==> src/rtl/dac_demap_ser_if.sv <==
// -----------------------------------------------------------------------------
// dac_demap_ser_if
//   Bundles the two valid/ready streams of dac_demap_ser.
//   Input stream  : DATA_I (128-bit byte-planar DAC word), VALID_I, READY_O
//   Output stream : A_O, B_O (16-bit samples), IDX_O (sample index k),
//                   LAST_O (final pair of the word), VALID_O, READY_I
//   master : the side that sources DATA_I and sinks the sample pairs
//   slave  : the dac_demap_ser block itself
// -----------------------------------------------------------------------------
interface dac_demap_ser_if;
   logic [127:0] DATA_I;
   logic         VALID_I;
   logic         READY_O;
   logic [15:0]  A_O;
   logic [15:0]  B_O;
   logic [1:0]   IDX_O;
   logic         LAST_O;
   logic         VALID_O;
   logic         READY_I;

   modport master (
      output DATA_I, VALID_I, READY_I,
      input  READY_O, A_O, B_O, IDX_O, LAST_O, VALID_O
   );

   modport slave (
      input  DATA_I, VALID_I, READY_I,
      output READY_O, A_O, B_O, IDX_O, LAST_O, VALID_O
   );
endinterface

==> src/rtl/dac_demap_ser.sv <==
// -----------------------------------------------------------------------------
// dac_demap_ser
//   Inverse of the DAC byte-planar packer. Takes one 128-bit word holding four
//   samples each of channels A and B, rebuilds the 16-bit samples and emits
//   them as one A/B pair per cycle, four beats per word.
//
//   Word layout:
//     [127:96] = {A0h,A1h,A2h,A3h}   [95:64] = {A0l,A1l,A2l,A3l}
//     [63:32]  = {B0h,B1h,B2h,B3h}   [31:0]  = {B0l,B1l,B2l,B3l}
//
// Parameters
//   MSB_INV   : 1 inverts bit 15 of every restored sample
//   REV_ORDER : 1 emits sample 3 first and sample 0 last
//
// Ports
//   CLK_I      : clock
//   RSTN_I     : asynchronous active-low reset
//   bus        : dac_demap_ser_if.slave (input word stream + output pair stream)
//   WORD_CNT_O : number of fully emitted words, wraps at 2^32
// -----------------------------------------------------------------------------
module dac_demap_ser #(
   parameter bit MSB_INV   = 1'b0,
   parameter bit REV_ORDER = 1'b0
) (
   input  logic                  CLK_I,
   input  logic                  RSTN_I,
   dac_demap_ser_if.slave        bus,
   output logic [31:0]           WORD_CNT_O
);

   localparam logic [0:0] ST_IDLE = 1'b0;
   localparam logic [0:0] ST_SEND = 1'b1;

   logic [0:0]   state;
   logic         armed;      // low until the first edge after reset release
   logic [127:0] word_q;     // word currently being serialised
   logic [1:0]   beat_q;     // emission position n = 0..3
   logic [31:0]  word_cnt;

   logic [15:0]  a_q;
   logic [15:0]  b_q;
   logic [1:0]   idx_q;
   logic         last_q;
   logic         valid_q;

   logic         take;
   logic         last_take;
   logic         ready;
   logic         accept;
   logic [1:0]   next_beat;
   logic [1:0]   first_idx;
   logic [1:0]   next_idx;
   logic [31:0]  first_pair;
   logic [31:0]  next_pair;

   // Emission position -> sample index within the source word.
   function automatic logic [1:0] beat_to_idx(input logic [1:0] n);
      return REV_ORDER ? (2'd3 - n) : n;
   endfunction

   // Rebuild sample pair k from the byte-planar word; result is {A_k, B_k}.
   // The optional MSB flip sits here so both channels get the same treatment
   // before the value reaches the output register.
   function automatic logic [31:0] pick_pair(input logic [127:0] w,
                                             input logic [1:0]   k);
      logic [15:0] a;
      logic [15:0] b;
      a = '0;
      b = '0;
      for (int i = 0; i < 4; i++) begin
         if (k == 2'(i)) begin
            a = {w[127 - 8*i -: 8], w[95 - 8*i -: 8]};
            b = {w[63  - 8*i -: 8], w[31 - 8*i -: 8]};
         end
      end
      if (MSB_INV) begin
         a[15] = ~a[15];
         b[15] = ~b[15];
      end
      return {a, b};
   endfunction

   // NOTE: every signal driven here gets a value on every path (all plain
   // assigns), so no latch can be inferred.
   always_comb begin
      take       = valid_q & bus.READY_I;
      last_take  = take & last_q;
      // A new word is taken while idle, or on the same edge the final pair of
      // the current word leaves, which keeps full-rate streams bubble free.
      ready      = armed & ((state == ST_IDLE) | last_take);
      accept     = bus.VALID_I & ready;
      next_beat  = beat_q + 2'd1;
      first_idx  = beat_to_idx(2'd0);
      next_idx   = beat_to_idx(next_beat);
      first_pair = pick_pair(bus.DATA_I, first_idx);
      next_pair  = pick_pair(word_q, next_idx);
   end

   // NOTE: sequential state uses non-blocking assignments only, so every
   // register samples the pre-edge values computed above.
   always_ff @(posedge CLK_I or negedge RSTN_I) begin
      if (!RSTN_I) begin
         state    <= ST_IDLE;
         armed    <= 1'b0;
         // NOTE: the holding register is reset as well, so no stale word
         // from before a reset can ever be replayed.
         word_q   <= '0;
         beat_q   <= '0;
         word_cnt <= '0;
         a_q      <= '0;
         b_q      <= '0;
         idx_q    <= '0;
         last_q   <= 1'b0;
         valid_q  <= 1'b0;
      end else begin
         armed <= 1'b1;

         if (last_take) begin
            word_cnt <= word_cnt + 32'd1;
         end

         if (accept) begin
            // First pair comes straight from DATA_I so it is visible one
            // cycle after the accepting edge.
            word_q     <= bus.DATA_I;
            state      <= ST_SEND;
            beat_q     <= 2'd0;
            {a_q, b_q} <= first_pair;
            idx_q      <= first_idx;
            last_q     <= 1'b0;
            valid_q    <= 1'b1;
         end else if (take) begin
            if (last_q) begin
               state   <= ST_IDLE;
               valid_q <= 1'b0;
               last_q  <= 1'b0;
            end else begin
               beat_q     <= next_beat;
               {a_q, b_q} <= next_pair;
               idx_q      <= next_idx;
               last_q     <= (next_beat == 2'd3);
            end
         end
         // Stalled (valid but not ready): everything holds.
      end
   end

   assign bus.READY_O = ready;
   assign bus.A_O     = a_q;
   assign bus.B_O     = b_q;
   assign bus.IDX_O   = idx_q;
   assign bus.LAST_O  = last_q;
   assign bus.VALID_O = valid_q;
   assign WORD_CNT_O  = word_cnt;

endmodule

==> src/flat_wrapper.sv <==
// flat-port wrapper written by rule: the top's interface ports become plain ports
module dac_demap_ser_flat 
#(
   parameter bit MSB_INV   = 1'b0,
   parameter bit REV_ORDER = 1'b0
)
  (CLK_I, RSTN_I, WORD_CNT_O, bus_DATA_I, bus_VALID_I, bus_READY_I, bus_READY_O, bus_A_O, bus_B_O, bus_IDX_O, bus_LAST_O, bus_VALID_O);
  dac_demap_ser_if bus_i ();
  input  logic CLK_I;
  input  logic RSTN_I;
  output logic [31:0] WORD_CNT_O;
  input wire logic [$bits(bus_i.DATA_I)-1:0] bus_DATA_I;
  input wire logic [$bits(bus_i.VALID_I)-1:0] bus_VALID_I;
  input wire logic [$bits(bus_i.READY_I)-1:0] bus_READY_I;
  output wire logic [$bits(bus_i.READY_O)-1:0] bus_READY_O;
  output wire logic [$bits(bus_i.A_O)-1:0] bus_A_O;
  output wire logic [$bits(bus_i.B_O)-1:0] bus_B_O;
  output wire logic [$bits(bus_i.IDX_O)-1:0] bus_IDX_O;
  output wire logic [$bits(bus_i.LAST_O)-1:0] bus_LAST_O;
  output wire logic [$bits(bus_i.VALID_O)-1:0] bus_VALID_O;
  assign bus_i.DATA_I = bus_DATA_I;
  assign bus_i.VALID_I = bus_VALID_I;
  assign bus_i.READY_I = bus_READY_I;
  assign bus_READY_O = bus_i.READY_O;
  assign bus_A_O = bus_i.A_O;
  assign bus_B_O = bus_i.B_O;
  assign bus_IDX_O = bus_i.IDX_O;
  assign bus_LAST_O = bus_i.LAST_O;
  assign bus_VALID_O = bus_i.VALID_O;
  dac_demap_ser #(.MSB_INV(MSB_INV), .REV_ORDER(REV_ORDER)) u_core (.CLK_I(CLK_I), .RSTN_I(RSTN_I), .bus(bus_i), .WORD_CNT_O(WORD_CNT_O));
endmodule
==> config.mk <==
export PLATFORM = sky130hd
export DESIGN_NAME = dac_demap_ser_flat
export DESIGN_NICKNAME = d
export VERILOG_FILES = /design/src/rtl/dac_demap_ser_if.sv /design/src/rtl/dac_demap_ser.sv /design/src/flat_wrapper.sv
export SDC_FILE = /design/constraint.sdc
export NUM_CORES = 1
export LEC_CHECK = 0
export ABC_CLOCK_PERIOD_IN_PS = 2600
export CAP_MARGIN = 20
export CORE_UTILIZATION = 60
export CTS_CLUSTER_DIAMETER = 200
export DETAILED_ROUTE_END_ITERATION = 7
export DONT_BUFFER_PORTS = 1
export PLACE_DENSITY = 0.83
export RECOVER_POWER = 25
export REMOVE_ABC_BUFFERS = 1
export SLEW_MARGIN = 20
export SYNTH_ARGS = -nofsm -noshare
export SYNTH_HDL_FRONTEND = slang
export SYNTH_SLANG_ARGS = --single-unit
==> constraint.sdc <==
create_clock -name CLK_I -period 2.6 [get_ports CLK_I]
set_clock_uncertainty 0.2 [all_clocks]
set_input_delay 0.65 -clock CLK_I [delete_from_list [all_inputs] [get_ports CLK_I]]
set_output_delay 0.65 -clock CLK_I [all_outputs]
set_load 0.01 [all_outputs]
==> results of run 1 <==
what timing repair did:
action	4_1_cts	5_1_grt
endpoints found under the setup margin	1	2
pin swaps	0	0
resized for setup	0	1
setup buffers	0	0
gates cloned	1	0
endpoints found under the hold margin	197	197
per-layer routing:
metal / GRT usage [%] / up-vias / share of wire, %
met5: 0 / - / 0
met4: 12.0 / 0 / 2.9
met3: 7.77 / 41 / 7.5
met2: 45.9 / 271 / 50
met1: 32.7 / 2897 / 39
li1: - / 2552 / -
critical path, delay by kind of cell, from the launching register on:
kind,cells,cell delay (ps)
AOI/OAI and AO/OA,3,660
DFF,1,510
and+or+nand+nor,1,500
adders and majority gates,1,250
buffers and inverters,1,130
power by group through the flow:
stage | clock [mW] | sequential, mW | combinational, mW
finish | 2.74 | 5.29 | 3.59
global route | 2.89 | 5.42 | 3.96
CTS | 2.77 | 5.27 | 3.60
detailed placement | 0 | 5.30 | 3.53
global placement | 0 | 5.22 | 3.31
floorplan | 0 | 5.04 | 2.77
kinds of logic (layout without fill, tap and decap cells):
group,Yosys count,in the layout,synth area share [%]
AOI/OAI and AO/OA,192,192,15.1
xor gates and xnor gates,31,31,3.16
adders and majority gates,5,5,0.727
buffers and inverters,82,74,4.45
DFF,197,197,57.3
muxes,97,97,12.7
other,1,3,0.0436
and+or+nand+nor,110,111,6.50
worst paths after layout:
| check | start | end | cells after the start |
|---|---|---|---|
| setup reg to reg | u_core.beat_q[1] | u_core.bus.A_O[14] | 6 |
| setup / recovery | u_core.beat_q[1] | u_core.bus.A_O[14] | 6 |
| max in group asynchronous | RSTN_I | u_core.word_q[14] | 0 |
| hold reg to reg | u_core.word_q[127] | u_core.word_q[127] | 1 |
| hold / removal | RSTN_I | u_core.word_q[0] | 0 |
| min in group CLK_I | bus_DATA_I[78] | u_core.word_q[78] | 2 |
cell type report:
class                      instances  area share, %
timing repair buffer              11           1.42
clock inverter                    14           1.97
multi-input combinational        437           35.6
tap                              180           2.41
sequential                       197           52.7
inverter                          32           1.28
clock buffer                      17           4.55
antenna                            2         0.0535
stage by stage:
step                worst slack, ps  hold WS (ps)  util (%)
finish                          276          -283      67.1
global route                    139          -305      67.1
CTS                             117          -302      67.1
detailed placement             35.9           158      62.6
global placement                198           159      62.6
floorplan                     -2720           154         -
sequential cells by signal (all words and copies together) (netlist names):
| signal | count |
|---|---|
| u_core.beat_q | 2 |
| u_core.bus.LAST_O | 1 |
| u_core.bus.A_O | 16 |
| u_core.word_q | 128 |
| u_core.state | 1 |
| u_core.bus.B_O | 16 |
| u_core.WORD_CNT_O | 32 |
| u_core.armed | 1 |
synth_stat cells (4+ instances only):
cell	number
and2_1	7
clkbuf_1	24
a21oi_1	31
nand3_1	18
ha_1	5
nor2b_1	4
nor2_1	7
o31ai_1	4
o21ai_0	57
inv_1	32
mux2_1	7
nand4_1	11
mux2_2	90
dfrtp_1	197
buf_2	15
nand2_1	47
xnor2_1	26
and3_1	6
a22oi_1	58
a221o_1	31
xor2_1	5
buf_6	7
==> results.yml, run 1 <==
critical_path:
  critical_path.max_stage_delay_ps: 510
  critPathCaptureType: "register"
  crit_type: "reg -> reg"
  cp_cell_sequence: "inv_1 > ha_2 > nor2b_4 > a221oi_1 > o31ai_1 > a221o_1"
  critPathMaxFanout: 16
  cp.required_ps: 2760
  reg2reg_slack_ps: 280
  critPathArrivalTime_ps: 2480
  start_kind: "register"
  cp_slowest_cell: "dfrtp_1"
timing:
  report.final.slew_viol_count: 0
  max_slew.worst_pin.slew_ps: 724
  setup_viol: 0
  final.setup.tns_ps: 0
  min_period_ps: 2320
  rsz0062_at_grt: "no"
  fmax_mhz: 430
  slew_headroom_pct: 51.8
  holdWs_ps: -283
  post-route-period-util_pct: 89.4
  hold_violations: 197
pwr:
  vdd_drop_max_mv: 0.753
  powerDensity_nw_per_um2: 1240
  switching_share_pct: 33.5
  p_switching_mw: 3.89
  p_leak_nw: 4.01
  power.share.clock_pct: 23.6
  total_power_mw: 11.6
  internal_power_mw: 7.72
  p_comb_share_pct: 30.9
  p_seq_share_pct: 45.5
die:
  io_pins: 201
  core_um2: 13900
  die_area_um2: 14800
  die_x_um: 122
  dieHeight_um: 122
  initial_core_util_pct: 61.7
  row_count: 43
clock_tree:
  path_clk_slew_ps: 70
  clk_latency_ps: 430
  numCtsBuffers: 17
  cts_tree: "built"
  cts-root-buf: "clkbuf_16"
  clkSinkCount: 197
  clk_path_buf_depth: 2
  htreeDepth: 4
detailed_routing:
  dr.pass1.iters: 5
  avgRoutedWirePerCell_um: 22.1
  vias_per_cell: 6.47
  finalWirelength_um: 19700
  drtIter0Drc: 520
  drtAntennaViolNets: 0
  drcViolationCount: 0
  vias: 5761
status:
  outcome: "finished with violations"
  violations: "negative hold slack"
logic_synthesis:
  synth-seq-area-share_pct: 57.3
  synth_top_area_share_pct: 57.3
  netlist_instances: 715
  synth_edf_count: 0
  synth_cell_types: 39
  async_flop_share_pct: 100
  synth.largest_area_cell: "dfrtp_1"
  synth_flop_cell: "dfrtp_1"
  synth-seq-cells: 197
  synth_warnings: 0
  syn-mean-instance-area_um2: 12.0
  synth.area.top_cells: "dfrtp_1, mux2_2, a22oi_1"
  syn-cell-area_um2: 8600
layout:
  fillers: 995
  multiInputGateArea_um2: 3330
  final_common_cell: "dfrtp_1"
  nets: 833
  drive_gt1_share_pct: 20.3
  stdcell_area_um2: 9360
  seq_area_um2: 4930
  final_cell_mix: "dfrtp_1, mux2_2, a22oi_1"
  syn_to_final_growth_pct: 8.74
  final_cells: 890
job:
  cap_violations: 0
global_route:
  grt_first_pass_wirelength_um: 30600
  grt_pass1_vias: 5869
  grt_max_degree: 198
  grtUsageTotal_pct: 27.3
  overflow: 0
  antenna_found_initial: 2
placement:
  placed_cells: 856
  dpl_cell_area_um2: 8730
  place.gp.congestion: 0.825
  io_buffers: 0
  hpwl_um: 12300
worst_hold_path:
  hold_path.class: "in -> async"
Note: power is estimated with default switching activity, not from simulation.
==> run 2: changes to the inputs <==
--- a/config.mk
+++ b/config.mk
@@ -7,6 +7,7 @@
 export LEC_CHECK = 0
 export ABC_CLOCK_PERIOD_IN_PS = 2600
 export CAP_MARGIN = 20
+export CORE_MARGIN = 2
 export CORE_UTILIZATION = 60
 export CTS_CLUSTER_DIAMETER = 200
 export DETAILED_ROUTE_END_ITERATION = 7
@@ -14,7 +15,6 @@
 export PLACE_DENSITY = 0.83
 export RECOVER_POWER = 25
 export REMOVE_ABC_BUFFERS = 1
-export SLEW_MARGIN = 20
 export SYNTH_ARGS = -nofsm -noshare
 export SYNTH_HDL_FRONTEND = slang
 export SYNTH_SLANG_ARGS = --single-unit
==> constraint.sdc (replaced) <==
create_clock -name CLK_I -period 2.6 [get_ports CLK_I]
set_clock_uncertainty 0.2 [all_clocks]
set_input_delay 0.78 -clock CLK_I [delete_from_list [all_inputs] [get_ports CLK_I]]
set_output_delay 0.78 -clock CLK_I [all_outputs]
set_load 0.01 [all_outputs]
==> run 2 against run 1 <==
  * The run still ends with negative hold slack left
  * Worst hold slack better by 140 ps
  * Core utilization rose by 0.13 points
  * Count of clock-buffer cells in the layout up 6
  * Via count rose by 2.4%
  * Global-route usage shrank 1.1 points
  * Fmax decreased by 4.8%
  * First-iteration DRC count up 14%
  * Register-to-register slack worse by 20 ps
  * Critical endpoint is now bus_READY_O
==> results.yml, run 2 (synthesis results as in run 1) <==
status:
  outcome: "finished with violations"
  violations: "negative hold slack"
global_route:
  grtUsageTotal_pct: 26.2
  grt_max_degree: 198
  antenna_found_initial: 0
  grt_first_pass_wirelength_um: 30600
  overflow: 0
  grt_pass1_vias: 6048
layout:
  fillers: 1000
  final_util_pct: 67.3
  final_cells: 896
  num_antenna_cells: 0
  drive_gt1_share_pct: 20.5
  top_register: "u_core.word_q"
  largest_register_ffs: 128
  nets: 841
  final_cell_mix: "dfrtp_1, mux2_2, a22oi_1"
  final_common_cell: "dfrtp_1"
  syn_to_final_growth_pct: 8.96
job:
  cap_violations: 0
clock_tree:
  cts-root-buf: "clkbuf_16"
  htreeDepth: 4
  clk_latency_ps: 420
  clkSinkCount: 197
  numCtsBuffers: 17
  cts_tree: "built"
  clk_path_buf_depth: 2
  path_clk_slew_ps: 70
critical_path:
  timing.rr.start: "u_core.beat_q[1]"
  critPathMaxFanout: 9
  cp_slowest_cell: "dfrtp_1"
  cp_cell_sequence: "a21bo_2 > and2_1"
  critPathCaptureType: "primary output"
  start_kind: "register"
  cp_top_family: "flip-flops"
  setup.worst_path.start: "u_core.bus.LAST_O"
  cp.required_ps: 1620
  critPathArrivalTime_ps: 1460
  crit_type: "reg -> out"
  cp.buffers_inverters: 0
  critical_path.max_stage_delay_ps: 550
  cp.depth: 2
  reg2regPathDepth: 7
detailed_routing:
  avgRoutedWirePerCell_um: 22.1
  drcViolationCount: 0
  vias_per_cell: 6.58
  finalWirelength_um: 19800
  dr.pass1.iters: 5
  drtIter0Drc: 595
  vias: 5899
  drtAntennaViolNets: 0
timing:
  post-route-period-util_pct: 93.8
  setup_viol: 0
  slew_headroom_pct: 49.7
  report.final.slew_viol_count: 0
  holdWs_ps: -145
  min_period_ps: 2440
  hold_violations: 197
  max_slew.worst_pin.slew_ps: 749
  rsz0062_at_grt: "no"
  fmax_mhz: 410
die:
  initial_core_util_pct: 61.7
  io_pins: 201
  die_area_um2: 15300
  die_x_um: 124
  core_um2: 13900
  dieHeight_um: 124
  row_count: 43
pwr:
  total_power_mw: 11.5
  powerDensity_nw_per_um2: 1230
  vdd_drop_max_mv: 0.944
  p_leak_nw: 4.02
placement:
  placed_cells: 865
  hpwl_um: 12800
  place.gp.congestion: 0.830
  io_buffers: 0
worst_hold_path:
  hold_path.class: "in -> async"
-- run 2: cell types whose count changed in the layout (fill, tap and decap cells not counted), sizes merged, moves of 2 or more --
cell and change:
clkinvlp +2, diode -2, clkinv -5, bufinv -2, buf +9, clkbuf +6
-- run 2: routing by layer --
metal	part of all wire, %	GRT usage [%]
met5	0	0
met4	3.2	11.3
met3	9.7	7.97
met2	50	43.0
met1	37	32.3
-- run 2: final cells by class --
class                      count  area (µm²)  area share (%)
inverter                      32         120            1.28
clock buffer                  23         468            4.99
multi-input combinational    436        3320            35.4
tap                          180         225            2.40
timing repair buffer          20         213            2.27
clock inverter                 8         101            1.08
sequential                   197        4930            52.6
-- run 2: metrics by stage --
stage / worst slack [ps] / cell area (µm²) / setup TNS, ps / hold WS [ps]
2_1_floorplan: -2850 / 8340 / -451810 / 250
3_3_place_gp: 113 / 8800 / 0 / 263
3_5_place_dp: -54.1 / 8800 / -233 / 271
4_1_cts: 156 / 9380 / 0 / -167
5_1_grt: 106 / 9380 / 0 / -175
6_report: 160 / 9380 / 0 / -145
-- run 2: report_power, final --
| part | internal, mW | total (mW) | switching (mW) |
|---|---|---|---|
| logic | 1.81 | 3.68 | 1.87 |
| clock network | 1.46 | 2.55 | 1.09 |
| registers | 4.36 | 5.27 | 0.912 |
| total | 7.64 | 11.5 | 3.87 |
-- run 2: path summary, 6_finish.rpt --
check / to / slack (ps)
max: bus_READY_O / 160
min reg2reg: u_core.word_q[118] / 290
min in group CLK_I: u_core.word_q[15] / 270
max reg2reg: u_core.bus.A_O[7] / 260
min: u_core.word_q[97] / -140
max in group asynchronous: u_core.word_q[92] / 1870
-- run 2: timing repair --
action / CTS / global route
setup endpoints to repair: 7 / 0
resized for setup: 1 / 0
hold endpoints to repair: 197 / 197
buffers inserted: 0 / 0
